<file path="config.mk">
export PLATFORM = sky130hd
export DESIGN_NAME = rf_writer
export DESIGN_NICKNAME = d
export VERILOG_FILES = /design/src/rtl/rf_writer.sv
export SDC_FILE = /design/constraint.sdc
export NUM_CORES = 1
export LEC_CHECK = 0
export ABC_AREA = 1
export CELL_PAD_IN_SITES_DETAIL_PLACEMENT = 1
export CELL_PAD_IN_SITES_GLOBAL_PLACEMENT = 1
export CORE_MARGIN = 5
export CORE_UTILIZATION = 32
export CTS_CLUSTER_DIAMETER = 50
export DETAILED_ROUTE_END_ITERATION = 8
export PLACE_DENSITY = 0.85
export SLEW_MARGIN = 20
export SYNTH_ARGS = -nofsm -noshare
export SYNTH_HDL_FRONTEND = slang
export SYNTH_SLANG_ARGS = --single-unit
</file>
<file path="constraint.sdc">
create_clock -name s_clk_i -period 4.9 [get_ports s_clk_i]
set_clock_uncertainty 0.2 [all_clocks]
set_input_delay 0.98 -clock s_clk_i [delete_from_list [all_inputs] [get_ports s_clk_i]]
set_output_delay 0.98 -clock s_clk_i [all_outputs]
set_load 0.02 [all_outputs]
</file>
<file path="src/rtl/rf_writer.sv">
// ============================================================================
// Module   : rf_writer
// Brief    : WB-stage register-file writer with queued scrub write-back and
//            starvation-forced scrub cycles.
// Revision : 1.0
// ============================================================================
`default_nettype none

module rf_writer #(
    parameter int REP_DEPTH  = 2,
    parameter int STARVE_LIM = 8,
    parameter int CNT_W      = 16
) (
    input  logic             s_clk_i,
    input  logic             s_reset_i,
    input  logic             s_stall_i,
    input  logic             s_flush_i,
    input  logic [4:0]       s_exma_rd_i,
    input  logic [31:0]      s_exma_val_i,
    input  logic             s_exma_wen_i,
    output logic [4:0]       s_mawb_rd_o,
    output logic [31:0]      s_mawb_val_o,
    output logic             s_mawb_wen_o,
    output logic             s_rf_we_o,
    output logic [4:0]       s_rf_wadd_o,
    output logic [31:0]      s_rf_wval_o,
    input  logic             s_rep_req_i,
    input  logic [4:0]       s_rep_add_i,
    input  logic [31:0]      s_rep_val_i,
    output logic             s_rep_ovf_o,
    output logic             s_rep_stall_o,
    output logic [CNT_W-1:0] s_rep_cnt_o
);

    localparam int c_pw = (REP_DEPTH > 1) ? $clog2(REP_DEPTH) : 1;
    localparam int c_cw = c_pw + 1;
    localparam int c_sw = $clog2(STARVE_LIM + 1);
    localparam logic [c_cw-1:0] c_depth      = c_cw'(REP_DEPTH);
    localparam logic [c_sw-1:0] c_starve_max = c_sw'(STARVE_LIM - 1);

    typedef enum logic [1:0] {
        ST_IDLE  = 2'd0,
        ST_WAIT  = 2'd1,
        ST_FORCE = 2'd2
    } state_t;

    state_t            state_q, state_d;
    logic [c_sw-1:0]   starve_q, starve_d;
    logic              rep_stall_q, rep_stall_d;
    logic              ovf_q, ovf_d;
    logic [CNT_W-1:0]  cnt_q, cnt_d;
    logic [4:0]        mawb_rd_q, mawb_rd_d;
    logic [31:0]       mawb_val_q, mawb_val_d;
    logic              mawb_wen_q, mawb_wen_d;
    logic [4:0]        add_q [REP_DEPTH];
    logic [4:0]        add_d [REP_DEPTH];
    logic [31:0]       val_q [REP_DEPTH];
    logic [31:0]       val_d [REP_DEPTH];
    logic              vld_q [REP_DEPTH];
    logic              vld_d [REP_DEPTH];
    logic [c_pw-1:0]   head_q, head_d, tail_q, tail_d;
    logic [c_cw-1:0]   count_q, count_d;

    logic        head_vld, mawb_write, pop, commit, dup, req_ok, push;
    logic        rf_we;
    logic [4:0]  rf_wadd;
    logic [31:0] rf_wval;

    // Write-port arbitration: forced scrub, then MAWB, then idle-cycle scrub
    always_comb begin
        head_vld   = vld_q[head_q];
        mawb_write = mawb_wen_q & ~rep_stall_q;
        pop        = 1'b0;
        commit     = 1'b0;
        rf_we      = 1'b0;
        rf_wadd    = '0;
        rf_wval    = '0;
        if (rep_stall_q) begin
            pop    = 1'b1;
            commit = head_vld;
            rf_we  = head_vld;
            if (head_vld) begin
                rf_wadd = add_q[head_q];
                rf_wval = val_q[head_q];
            end
        end else if (mawb_wen_q) begin
            rf_we   = 1'b1;
            rf_wadd = mawb_rd_q;
            rf_wval = mawb_val_q;
            pop     = (count_q != '0) & ~head_vld;
        end else if (count_q != '0) begin
            pop    = 1'b1;
            commit = head_vld;
            rf_we  = head_vld;
            if (head_vld) begin
                rf_wadd = add_q[head_q];
                rf_wval = val_q[head_q];
            end
        end
    end

    always_comb begin
        dup = 1'b0;
        for (int i = 0; i < REP_DEPTH; i++) begin
            if (vld_q[i] && (add_q[i] == s_rep_add_i)) begin
                dup = 1'b1;
            end
        end
        req_ok = s_rep_req_i & (s_rep_add_i != 5'd0) & ~dup
                 & ~(mawb_write & (s_rep_add_i == mawb_rd_q));
        push   = req_ok & ((count_q != c_depth) | pop);
        ovf_d  = req_ok & (count_q == c_depth) & ~pop;
    end

    // Queue update; a MAWB write supersedes any pending scrub of the same register
    always_comb begin
        head_d = head_q;
        tail_d = tail_q;
        for (int i = 0; i < REP_DEPTH; i++) begin
            add_d[i] = add_q[i];
            val_d[i] = val_q[i];
            vld_d[i] = vld_q[i] & ~(mawb_write & (add_q[i] == mawb_rd_q));
        end
        if (pop) begin
            vld_d[head_q] = 1'b0;
            head_d        = head_q + 1'b1;
        end
        if (push) begin
            add_d[tail_q] = s_rep_add_i;
            val_d[tail_q] = s_rep_val_i;
            vld_d[tail_q] = 1'b1;
            tail_d        = tail_q + 1'b1;
        end
        count_d = count_q + c_cw'(push) - c_cw'(pop);
    end

    always_comb begin
        state_d     = state_q;
        starve_d    = starve_q;
        rep_stall_d = 1'b0;
        case (state_q)
            ST_IDLE: begin
                starve_d = '0;
                if (count_d != '0) state_d = ST_WAIT;
            end
            ST_WAIT: begin
                if (count_d == '0) begin
                    state_d  = ST_IDLE;
                    starve_d = '0;
                end else if (pop) begin
                    starve_d = '0;
                end else if ((starve_q >= c_starve_max) && mawb_write && vld_d[head_q]) begin
                    state_d     = ST_FORCE;
                    rep_stall_d = 1'b1;
                    starve_d    = '0;
                end else begin
                    starve_d = starve_q + 1'b1;
                end
            end
            ST_FORCE: begin
                starve_d = '0;
                state_d  = (count_d != '0) ? ST_WAIT : ST_IDLE;
            end
            default: begin
                state_d  = ST_IDLE;
                starve_d = '0;
            end
        endcase
    end

    always_comb begin
        cnt_d      = (commit && (cnt_q != '1)) ? cnt_q + 1'b1 : cnt_q;
        mawb_rd_d  = mawb_rd_q;
        mawb_val_d = mawb_val_q;
        mawb_wen_d = mawb_wen_q;
        if (!s_stall_i) begin
            mawb_rd_d  = s_exma_rd_i;
            mawb_val_d = s_exma_val_i;
            mawb_wen_d = s_exma_wen_i & ~s_flush_i & (s_exma_rd_i != 5'd0);
        end
    end

    always_ff @(posedge s_clk_i or posedge s_reset_i) begin
        if (s_reset_i) begin
            state_q     <= ST_IDLE;
            starve_q    <= '0;
            rep_stall_q <= 1'b0;
            ovf_q       <= 1'b0;
            cnt_q       <= '0;
            mawb_rd_q   <= '0;
            mawb_val_q  <= '0;
            mawb_wen_q  <= 1'b0;
            head_q      <= '0;
            tail_q      <= '0;
            count_q     <= '0;
            for (int i = 0; i < REP_DEPTH; i++) begin
                add_q[i] <= '0;
                val_q[i] <= '0;
                vld_q[i] <= 1'b0;
            end
        end else begin
            state_q     <= state_d;
            starve_q    <= starve_d;
            rep_stall_q <= rep_stall_d;
            ovf_q       <= ovf_d;
            cnt_q       <= cnt_d;
            mawb_rd_q   <= mawb_rd_d;
            mawb_val_q  <= mawb_val_d;
            mawb_wen_q  <= mawb_wen_d;
            head_q      <= head_d;
            tail_q      <= tail_d;
            count_q     <= count_d;
            for (int i = 0; i < REP_DEPTH; i++) begin
                add_q[i] <= add_d[i];
                val_q[i] <= val_d[i];
                vld_q[i] <= vld_d[i];
            end
        end
    end

    assign s_mawb_rd_o   = mawb_rd_q;
    assign s_mawb_val_o  = mawb_val_q;
    assign s_mawb_wen_o  = mawb_wen_q;
    assign s_rf_we_o     = rf_we;
    assign s_rf_wadd_o   = rf_wadd;
    assign s_rf_wval_o   = rf_wval;
    assign s_rep_ovf_o   = ovf_q;
    assign s_rep_stall_o = rep_stall_q;
    assign s_rep_cnt_o   = cnt_q;

endmodule

`default_nettype wire

</file>
# ---- Word-level counts from Yosys, hierarchy flattened
# Index checks and enable logic that the tools add are counted.
dict set report totals {
  ff_bits 142
  input_bits 80
  elab_cells 140
}
dict set report op_classes {
  addsub 6
  n_lt_le_gt_ge 5
  eq_ne 13
  muxes 56
  bitwise_logic 29
  n_reduce_logical 14
}
# cell n
set op_table {}
lappend op_table {{$mux W32} 8}
lappend op_table {{$bwmux W64} 1}
lappend op_table {{$mux W5} 8}
lappend op_table {{$demux W32 S1} 1}
lappend op_table {{$eq A5 B5 Y1} 5}
lappend op_table {{$mux W1} 23}
lappend op_table {{$add A16 B1 Y16 const B} 1}
lappend op_table {{$mux W4} 4}
lappend op_table {{$ne A16 B16 Y1 const B} 1}
lappend op_table {{$and A1 B1 Y1} 15}
lappend op_table {{$mux W2} 6}
lappend op_table {{$bwmux W10} 1}
lappend op_table {{$reduce_bool A5 Y1} 2}
lappend op_table {{$not A1 Y1} 8}
lappend op_table {{$logic_and A1 B1 Y1} 7}
lappend op_table {{$ne A3 B3 Y1 const B} 2}
lappend op_table {{$pmux W2 S3} 1}
lappend op_table {{$demux W5 S1} 1}
lappend op_table {{$add A4 B1 Y4 const B} 1}
lappend op_table {{$eq A2 B2 Y1 const B} 2}
lappend op_table {{$ge A2 B2 Y1 const B} 2}
lappend op_table {{$ge A4 B3 Y1 const B} 1}
lappend op_table {{$logic_not A2 Y1} 2}
lappend op_table {{$lt A2 B1 Y1 const B} 2}
lappend op_table {{13 further kinds} 18}

# ---- Longest topological paths before layout
# Gate-level depths: netlist of the first run.
dict set report depth {
  word_depth 19
  mapped_depth 21
  depth_no_buf 21
}

# ---- Worst setup path before layout of the first run
# OpenSTA, ideal clock, no wires.
dict set report synth_path {
  path_type {input to register}
  start {in s_rep_add_i[0]}
  end {reg starve_q[3]}
  setup_time_ns 0.113
  t_arrival_ns 2.849
  required_ns 4.587
  slack_ns 1.738
  stages 21
  path_buffers 0
  path_cell_list {inv_2 > nand2_1 > nand2_1 > nor2_1 > nand3_1 > nand2_1 > nor2_4 > nand2_1 > ha_1 > inv_1 > ha_1 > xnor2_1 > xnor2_1 > nor2_1 > inv_1 > nand2_1 > inv_1 > nand2_1 > nor2_1 > nand2_1 > inv_1}
}
dict set report synth_between {
  elab_cells_between_ends 27
  cone_classes {2 x add/sub; 3 x eq/ne; 10 x mux; 7 x bitwise; 5 x reduce/logical}
}
# item line_no
set synth_lines {}
lappend synth_lines {{start, declared} 28} ;# input logic [4:0] s_rep_add_i,
lappend synth_lines {{$eq A5 B5 Y1} 105} ;# if (vld_q[i] && (add_q[i] == s_rep_add_i)) begin
lappend synth_lines {{$logic_and A1 B1 Y1} 105}
lappend synth_lines {{$mux W1 (2 in series)} 105}
lappend synth_lines {{$not A1 Y1} 109} ;# req_ok = s_rep_req_i & (s_rep_add_i != 5'd0) & ~dup
lappend synth_lines {{$and A1 B1 Y1} 109}
lappend synth_lines {{$and A1 B1 Y1 *} 110} ;# & ~(mawb_write & (s_rep_add_i == mawb_rd_q));
lappend synth_lines {{$and A1 B1 Y1 *} 111} ;# push = req_ok & ((count_q != c_depth) | pop);
lappend synth_lines {{$add A2 B1 Y2 *} 134} ;# count_d = count_q + c_cw'(push) - c_cw'(pop);
lappend synth_lines {{$sub A2 B1 Y2 *} 134}
lappend synth_lines {{via count_d[1]} 62} ;# logic [c_cw-1:0] count_q, count_d;
lappend synth_lines {{$logic_not A2 Y1 *} 147} ;# if (count_d == '0) begin
lappend synth_lines {{$mux W4 *} 147}
lappend synth_lines {{$mux W4 *} 141} ;# case (state_q)
lappend synth_lines {{via starve_d[3]} 48} ;# logic [c_sw-1:0] starve_q, starve_d;
lappend synth_lines {{end signal, assigned} 203} ;# starve_q <= starve_d;
lappend synth_lines {{end, declared} 48}
# The timed path passes the listed nets; every way through them passes the cells marked *. The select of a mux whose other input is x is not followed.
# A chain may end at the register's enable or synchronous reset.

# ---- Worst setup path in the final report of the first run
dict set report layout_path {
  start {reg head_q}
  end {out s_rf_wadd_o[0]}
}
dict set report layout_between {
  elab_chain_len 8
  elab_cells_between_ends 11
  cone_classes {10 x mux; 1 x bitwise}
}
# item line_no
set layout_rtl {}
lappend layout_rtl {{start, declared} 61} ;# logic [c_pw-1:0] head_q, head_d, tail_q, tail_d;
lappend layout_rtl {{start signal, assigned} 193} ;# head_q <= '0;
lappend layout_rtl {{start signal, assigned} 210} ;# head_q <= head_d;
lappend layout_rtl {{$not A1 Y2 (implied by the code) *} {71, 83, 96}}
lappend layout_rtl {{$mux W5 (implied by the code) / $mux W1 (equally long branches) (3 in series)} {83, 96, 71}}
lappend layout_rtl {{$mux W5 *} {82, 95}}
lappend layout_rtl {{$mux W5} 91} ;# end else if (count_q != '0) begin
lappend layout_rtl {{$mux W5} 86} ;# end else if (mawb_wen_q) begin
lappend layout_rtl {{$mux W5 *} 78} ;# if (rep_stall_q) begin
lappend layout_rtl {{end, declared} 25} ;# output logic [4:0] s_rf_wadd_o,
# Mark *: on every way between the ends. The rest lies on a longest branch, timed or not. The select of a mux whose other input is x is not followed.

==> results of run 1 <==
-- metrics by stage --
stage	power, mW	cells	util	instance area (um2)
6_report	5.559	1310	0.4494	9447
5_1_grt	5.948	1310	0.4494	9447
4_1_cts	5.626	1310	0.4493	9445
3_5_place_dp	4.193	1280	0.4190	8807
3_3_place_gp	4.097	1280	0.4190	8807
2_1_floorplan	3.241	862	-	6820
-- path summary, 6_finish.rpt --
kind | slack (ns) | to | from
max in group asynchronous | 2.76 | head_q$_DFFE_PP0N_ | s_reset_i
setup reg to reg | 1.68 | starve_q[3]$_DFF_PP0_ | head_q$_DFFE_PP0N_
min in group asynchronous | 0.74 | s_mawb_val_o[28]$_DFFE_PP0N_ | s_reset_i
setup / recovery | 0.79 | s_rf_wadd_o[0] | head_q$_DFFE_PP0N_
hold / removal | 0.27 | val_q[60]$_DFFE_PP0P_ | val_q[60]$_DFFE_PP0P_
hold reg to reg | 0.27 | val_q[60]$_DFFE_PP0P_ | val_q[60]$_DFFE_PP0P_
-- where the power goes --
part / internal [mW] / total (mW) / switching (mW)
combinational: 0.907 / 2.35 / 1.44
sequential: 1.55 / 1.81 / 0.255
clock: 0.903 / 1.40 / 0.499
total: 3.36 / 5.56 / 2.20
-- flip-flops by register name, indices dropped and copies added, names as in the netlist --
| name | flops |
|---|---|
| starve_q | 4 |
| state_q | 2 |
| s_mawb_wen_o | 1 |
| tail_q | 1 |
| head_q | 1 |
| val_q | 64 |
| s_rep_cnt_o | 16 |
| s_rep_ovf_o | 1 |
| s_mawb_rd_o | 5 |
| s_rep_stall_o | 1 |
| vld_q | 2 |
| s_mawb_val_o | 32 |
| add_q | 10 |
| count_q | 2 |
-- layer usage --
layer  global-route usage  up-vias  part of all wire
met5                    0        -                 0
met4              0.05752        0             0.016
met3              0.03578       24             0.042
met2               0.3371      129              0.53
met1               0.2170     3153              0.41
li1                     -     3036                 -
-- cells in the final DEF, fill, tap and decap left out, types with 2 or more instances in the layout --
| cell type | count |
|---|---|
| o21ai_1 | 8 |
| ha_1 | 4 |
| dfrtp_1 | 141 |
| xor2_1 | 15 |
| nand2_1 | 300 |
| o21ai_0 | 114 |
| o22ai_1 | 41 |
| nand3_2 | 2 |
| clkbuf_8 | 4 |
| buf_4 | 6 |
| clkinv_2 | 2 |
| nand2_2 | 3 |
| nand3_1 | 17 |
| nor2_4 | 4 |
| nor3_1 | 7 |
| a21oi_1 | 5 |
| nor2_1 | 29 |
| inv_1 | 106 |
| clkbuf_16 | 17 |
| xnor2_1 | 6 |
| inv_2 | 11 |
| clkinvlp_4 | 3 |
| nand4_1 | 2 |
| bufinv_16 | 4 |
| clkdlybuf4s50_1 | 173 |
-- worst register-to-register path, stage by stage (launching register included) --
cell	delay, ns
dfrtp_2	0.66
inv_1	0.15
nand2_1	0.10
nand2_2	0.06
nand2_1	0.07
nand2_2	0.13
nand3b_4	0.15
nand2_1	0.09
ha_1	0.28
inv_1	0.04
ha_1	0.19
xnor2_1	0.20
xnor2_1	0.12
nor2_1	0.18
inv_1	0.06
nand2_1	0.09
inv_1	0.07
nand2_1	0.11
nor2_1	0.06
nand2_1	0.08
inv_1	0.04
-- cells by family after synthesis --
| group | count (synthesis) | synth area share |
|---|---|---|
| fa+ha+maj | 4 | 0.007342 |
| buf+inv | 157 | 0.08884 |
| flops | 142 | 0.5213 |
| xor+xnor | 21 | 0.02698 |
| simple gates | 369 | 0.2234 |
| compound gates | 169 | 0.1322 |
-- final cells by class --
cell class | count | area [um2]
repair buffers | 180 | 1797
fillers | 2522 | 11570
inverters | 120 | 455.4
clock inverters | 9 | 157.7
flip-flops and latches | 142 | 3555
well taps | 275 | 344.1
multi-input cells | 563 | 2658
clock buffers | 21 | 480.5
==> impl_metrics.tcl, run 1 <==
set metrics [dict create \
    area_growth_syn_to_layout_pct 38.58 \
    timing.fmax_ghz 0.2433 \
    criticalPathCategory "reg -> out" \
    critical_path.top_delay_family "buffers and inverters" \
    post-cts-setup-buffer-count 0 \
    drt_wl_total_um 22090 \
    cp.depth 8 \
    yosysUniqueCellTypes 28 \
    ant_nets 0 \
    top_level_ports 174 \
    drive_above_1_share 0.06280 \
    synth.yosys.warnings 0 \
    post-route-min-period_ns 4.110 \
    initial_cell_density_of_the_core 0.3243 \
    grt_pass1_vias 6820 \
    leakagePower_nw 4.497 \
    cts_max_path_buffers 2 \
    dominantRegCellSynth "dfrtp_1" \
    synthCells 862 \
    cpMaxStageDelayCell "dfrtp_2" \
    globalRouteOverflowTotal 0 \
    synth_top_cell_by_area "dfrtp_1" \
    final_net_count 1108 \
    antenna_cells 0 \
    tritoncts_num_sinks 142 \
    rsz0062_at_grt "no" \
    ys_async_sr_fraction 1.000 \
    floorplan.rows 53 \
    antenna_found_initial 0 \
    cp_slowest_stage_delay_ns 0.66 \
    overall_die_area_mm2 0.02432 \
    worst_hold_path_type "reg -> reg" \
    fp.dieH_um 156.0 \
    critical_path_arrival_ns 2.93 \
    synth_seq_cells 142 \
    gp_congestion 0.8610 \
    total_drc_errors_in_the_routed_layout 0 \
    synth.top_cell.area_share 0.5213 \
    grt_util_all_layers 0.1842 \
    number_of_buffers_added_to_fix_hold_violations_after_cts 0 \
    reg2reg_depth 20 \
    ctsHtreeMaxLevel 4 \
    critical_path_buf_inv_count 3 \
    wire_per_inst_um 16.86 \
    timing.final.crit_share 0.8388 \
    startpoint_type "register" \
    coreArea_mm2 0.02102 \
    ctsResizeCount 0 \
    clock-root-buffer "clkbuf_16" \
    hold_path_depth 2 \
    max-cap-violations 0 \
    detailed_route_iter0_violations 268 \
    power_per_cell_area_mw_per_mm2 588.5 \
    grt_pass1_wl_um 35710 \
    preCtsSetupSlack_ns 0.8911 \
    detailroute.via_count 6342 \
    drt-pass1-iter-count 4 \
    route.detailed.vias_per_inst 4.841 \
    power.ir.vdd_worst_v 0.0002726 \
    synthMostInstantiatedCell "nand2_1" \
    timing.final.max_slew_violations 0 \
    most_common_cell_on_crit_path "nand2_2" \
    synth_nets 946 \
    fin_setup_tns_ns 0 \
    hpwl_um 15820 \
    ys_seq_area_frac 0.5213 \
    cts_tree "built" \
    worst_slew_margin_rel 0.4036 \
    worstSkewPairLatency_ns 0.41 \
    timing.critical_path.to_type "output pin" \
    yosys-top-cells-count "nand2_1 (300), dfrtp_1 (142), o21ai_0 (114)" \
    worstPathCellList "inv_1 > nand2_1 > nand2_2 > nand2_2 > nor2_4 > inv_2 > o22ai_1 > clkdlybuf4s50_1" \
    timing.final.hold_violations 0 \
    critPathMaxFanout 37 \
    critical_path_required_ns 3.72 \
    syn-cell-area_mm2 0.006817 \
    setup_viol 0 \
    status "completed" \
    cts.clk_slew.worst_paths_ns 0.05 \
    pin_count_of_the_biggest_net_entering_global_routing 79 \
    finalWorstSetupSlack_ns 0.7899 \
    hold-worst-slack_ns 0.2717 \
    worstMarginPinSlew_ns 0.8946 \
    cts_made_buffers 17 \
    placement.io_buffers 173 \
    die_extent_in_x_um 156.0 \
    synth_enable_flop_cells 0 \
    synthTopCellsByArea "dfrtp_1 (52%), nand2_1 (17%), o21ai_0 (8.4%), inv_1 (5.9%), o22ai_1 (3.8%)" \
    syn_area_per_cell_um2 7.908 \
]
Power figures use the tool's default switching activity.
==> run 2: changes to the inputs <==
--- a/config.mk
+++ b/config.mk
@@ -9,10 +9,10 @@
 export CELL_PAD_IN_SITES_DETAIL_PLACEMENT = 1
 export CELL_PAD_IN_SITES_GLOBAL_PLACEMENT = 1
 export CORE_MARGIN = 5
-export CORE_UTILIZATION = 32
+export CORE_UTILIZATION = 36
 export CTS_CLUSTER_DIAMETER = 50
 export DETAILED_ROUTE_END_ITERATION = 8
-export PLACE_DENSITY = 0.85
+export PLACE_DENSITY = 0.9
 export SLEW_MARGIN = 20
 export SYNTH_ARGS = -nofsm -noshare
 export SYNTH_HDL_FRONTEND = slang
==> constraint.sdc (replaced) <==
create_clock -name s_clk_i -period 4.25 [get_ports s_clk_i]
set_clock_uncertainty 0.2 [all_clocks]
set_input_delay 0.85 -clock s_clk_i [delete_from_list [all_inputs] [get_ports s_clk_i]]
set_output_delay 0.85 -clock s_clk_i [all_outputs]
set_load 0.02 [all_outputs]
==> impl_metrics.tcl, run 2 (synthesis results as in run 1) <==
set metrics [dict create \
    critical_path.top_delay_family "buffers and inverters" \
    post-layout-total-power_mw 6.513 \
    top_level_ports 174 \
    ff2ff_setup_slack_ns 1.05 \
    tritoncts_num_sinks 142 \
    total_drc_errors_in_the_routed_layout 0 \
    detailed_route_iter0_violations 285 \
    post-route-min-period_ns 3.765 \
    number_of_buffers_added_to_fix_hold_violations_after_cts 0 \
    worstSkewPairLatency_ns 0.42 \
    floorplan.rows 50 \
    ctsHtreeMaxLevel 4 \
    globalRouteOverflowTotal 0 \
    critical_path_buf_inv_count 2 \
    die_extent_in_x_um 147.6 \
    coreArea_mm2 0.01871 \
    timing.final.max_slew_violations 0 \
    pin_count_of_the_biggest_net_entering_global_routing 78 \
    startpoint_type "register" \
    drt_wl_total_um 23200 \
    rsz0062_at_grt "no" \
    status "completed" \
    hold-path-endpoint "val_q[40]$_DFFE_PP0P_" \
    hpwl_um 16320 \
    min-delay-start "val_q[40]$_DFFE_PP0P_" \
    cts_max_path_buffers 2 \
    power.ir.vdd_worst_v 0.0002967 \
    hold_path_depth 2 \
    largest_register "val_q" \
    worst_hold_path_type "reg -> reg" \
    largest_register_ffs 64 \
    worstMarginPinSlew_ns 0.8394 \
    worst_r2r_endpoint "starve_q[0]$_DFF_PP0_" \
    cts_tree "built" \
    overall_die_area_mm2 0.02179 \
    ctsResizeCount 0 \
    fp.dieH_um 147.6 \
    worst_slew_margin_rel 0.4396 \
    layout.cells.most_common_list "nand2_1 (300), clkdlybuf4s50_1 (173), dfrtp_1 (141)" \
    worstPathCellList "nor2_1 > nand2_1 > nand2_2 > nor2_4 > inv_2 > o22ai_1 > clkdlybuf4s50_1" \
    cp_slowest_stage_delay_ns 0.62 \
    wire_per_inst_um 18.21 \
    power_per_cell_area_mw_per_mm2 690.8 \
    criticalPathCategory "reg -> out" \
    timing.rr.start "s_mawb_rd_o[4]$_DFFE_PP0N_" \
    cpMaxStageDelayCell "inv_2" \
    timing.fmax_ghz 0.2656 \
    drt-pass1-iter-count 4 \
    post-cts-setup-buffer-count 0 \
    drive_above_1_share 0.06545 \
    critPathMaxFanout 37 \
    ant_nets 0 \
    gp_congestion 0.8671 \
    setup_viol 0 \
    final_net_count 1110 \
    timing.critical_path.to_type "output pin" \
    critical_path_arrival_ns 2.72 \
    grt_pass1_vias 7043 \
    cts_made_buffers 17 \
    leakagePower_nw 4.501 \
    max-cap-violations 0 \
    reg2reg_depth 21 \
    grt_pass1_wl_um 37610 \
    critical_path_required_ns 3.20 \
    initial_cell_density_of_the_core 0.3644 \
    detailroute.via_count 6434 \
    area_growth_syn_to_layout_pct 38.31 \
    timing.final.hold_violations 0 \
    clock-root-buffer "clkbuf_16" \
    fin_setup_tns_ns 0 \
    placement.io_buffers 173 \
    antenna_found_initial 1 \
    timing.final.crit_share 0.8860 \
    layout_commonest_cell "nand2_1" \
    cts.clk_slew.worst_paths_ns 0.07 \
    route.detailed.vias_per_inst 5.050 \
    grt_util_all_layers 0.2164 \
]
run 2: cell count changes in the layout (fill, tap and decap cells not counted):
cell | previous run | this run
inv_2 | 11 | 12
clkbuf_8 | 4 | 2
diode_2 | 0 | 1
buf_12 | 1 | 2
buf_4 | 6 | 7
clkinvlp_4 | 3 | 5
clkbuf_1 | 0 | 1
clkinv_2 | 2 | 0
clkinv_4 | 1 | 3
run 2: routing by layer:
layer	GRT usage	share of wire	vias up
li1	-	-	3041
met1	0.2657	0.42	3202
met2	0.3824	0.52	156
met3	0.03648	0.038	35
met4	0.07922	0.024	0
met5	0	0	-
run 2: worst max path at each step:
| stage | startpoint | end | slack (ns) | cells after the start |
|---|---|---|---|---|
| finish | count_q[1]$_DFF_PP0_ | s_rf_wadd_o[1] | 0.48 | 7 |
| global route | count_q[1]$_DFF_PP0_ | s_rf_wadd_o[1] | 0.26 | 7 |
| CTS | count_q[1]$_DFF_PP0_ | s_rf_wval_o[0] | 0.43 | 7 |
| detailed placement | s_rep_add_i[3] | state_q[0]$_DFFE_PP0P_ | 0.32 | 22 |
| global placement | s_rep_add_i[1] | starve_q[3]$_DFF_PP0_ | 0.51 | 22 |
| floorplan | s_rep_add_i[0] | starve_q[3]$_DFF_PP0_ | 1.22 | 21 |
run 2: layout make-up:
class / instances / area (um2)
multi-input combinational: 563 / 2658
timing repair buffer: 182 / 1824
tap: 234 / 292.8
fill: 2242 / 9278
inverter: 120 / 454.2
clock buffer: 20 / 456.7
sequential: 142 / 3555
clock inverter: 12 / 185.2
antenna: 1 / 2.502
run 2: worst register-to-register path: cells and delay by family, from the launching register on:
family / cells / cell delay (ns)
simple gates: 12 / 1.16
flops: 1 / 0.50
xor+xnor: 2 / 0.38
fa+ha+maj: 2 / 0.49
buf+inv: 5 / 0.43
run 2: where the power goes:
group          switching (mW)  internal, mW  total (mW)
Clock                   0.610          1.02        1.63
Sequential              0.278          1.79        2.07
Combinational            1.76          1.06        2.81
Total                    2.64          3.87        6.51
run 2: per-stage QoR:
step | util | area (um2) | hold WS [ns] | setup WS, ns | std cells
floorplan | - | 6820 | 0.2436 | 1.218 | 862
global placement | 0.4696 | 8783 | 0.2558 | 0.5083 | 1241
detailed placement | 0.4696 | 8783 | 0.2604 | 0.3223 | 1241
CTS | 0.5039 | 9425 | 0.2785 | 0.4329 | 1273
global route | 0.5040 | 9428 | 0.3062 | 0.2553 | 1274
finish | 0.5040 | 9428 | 0.2732 | 0.4847 | 1274
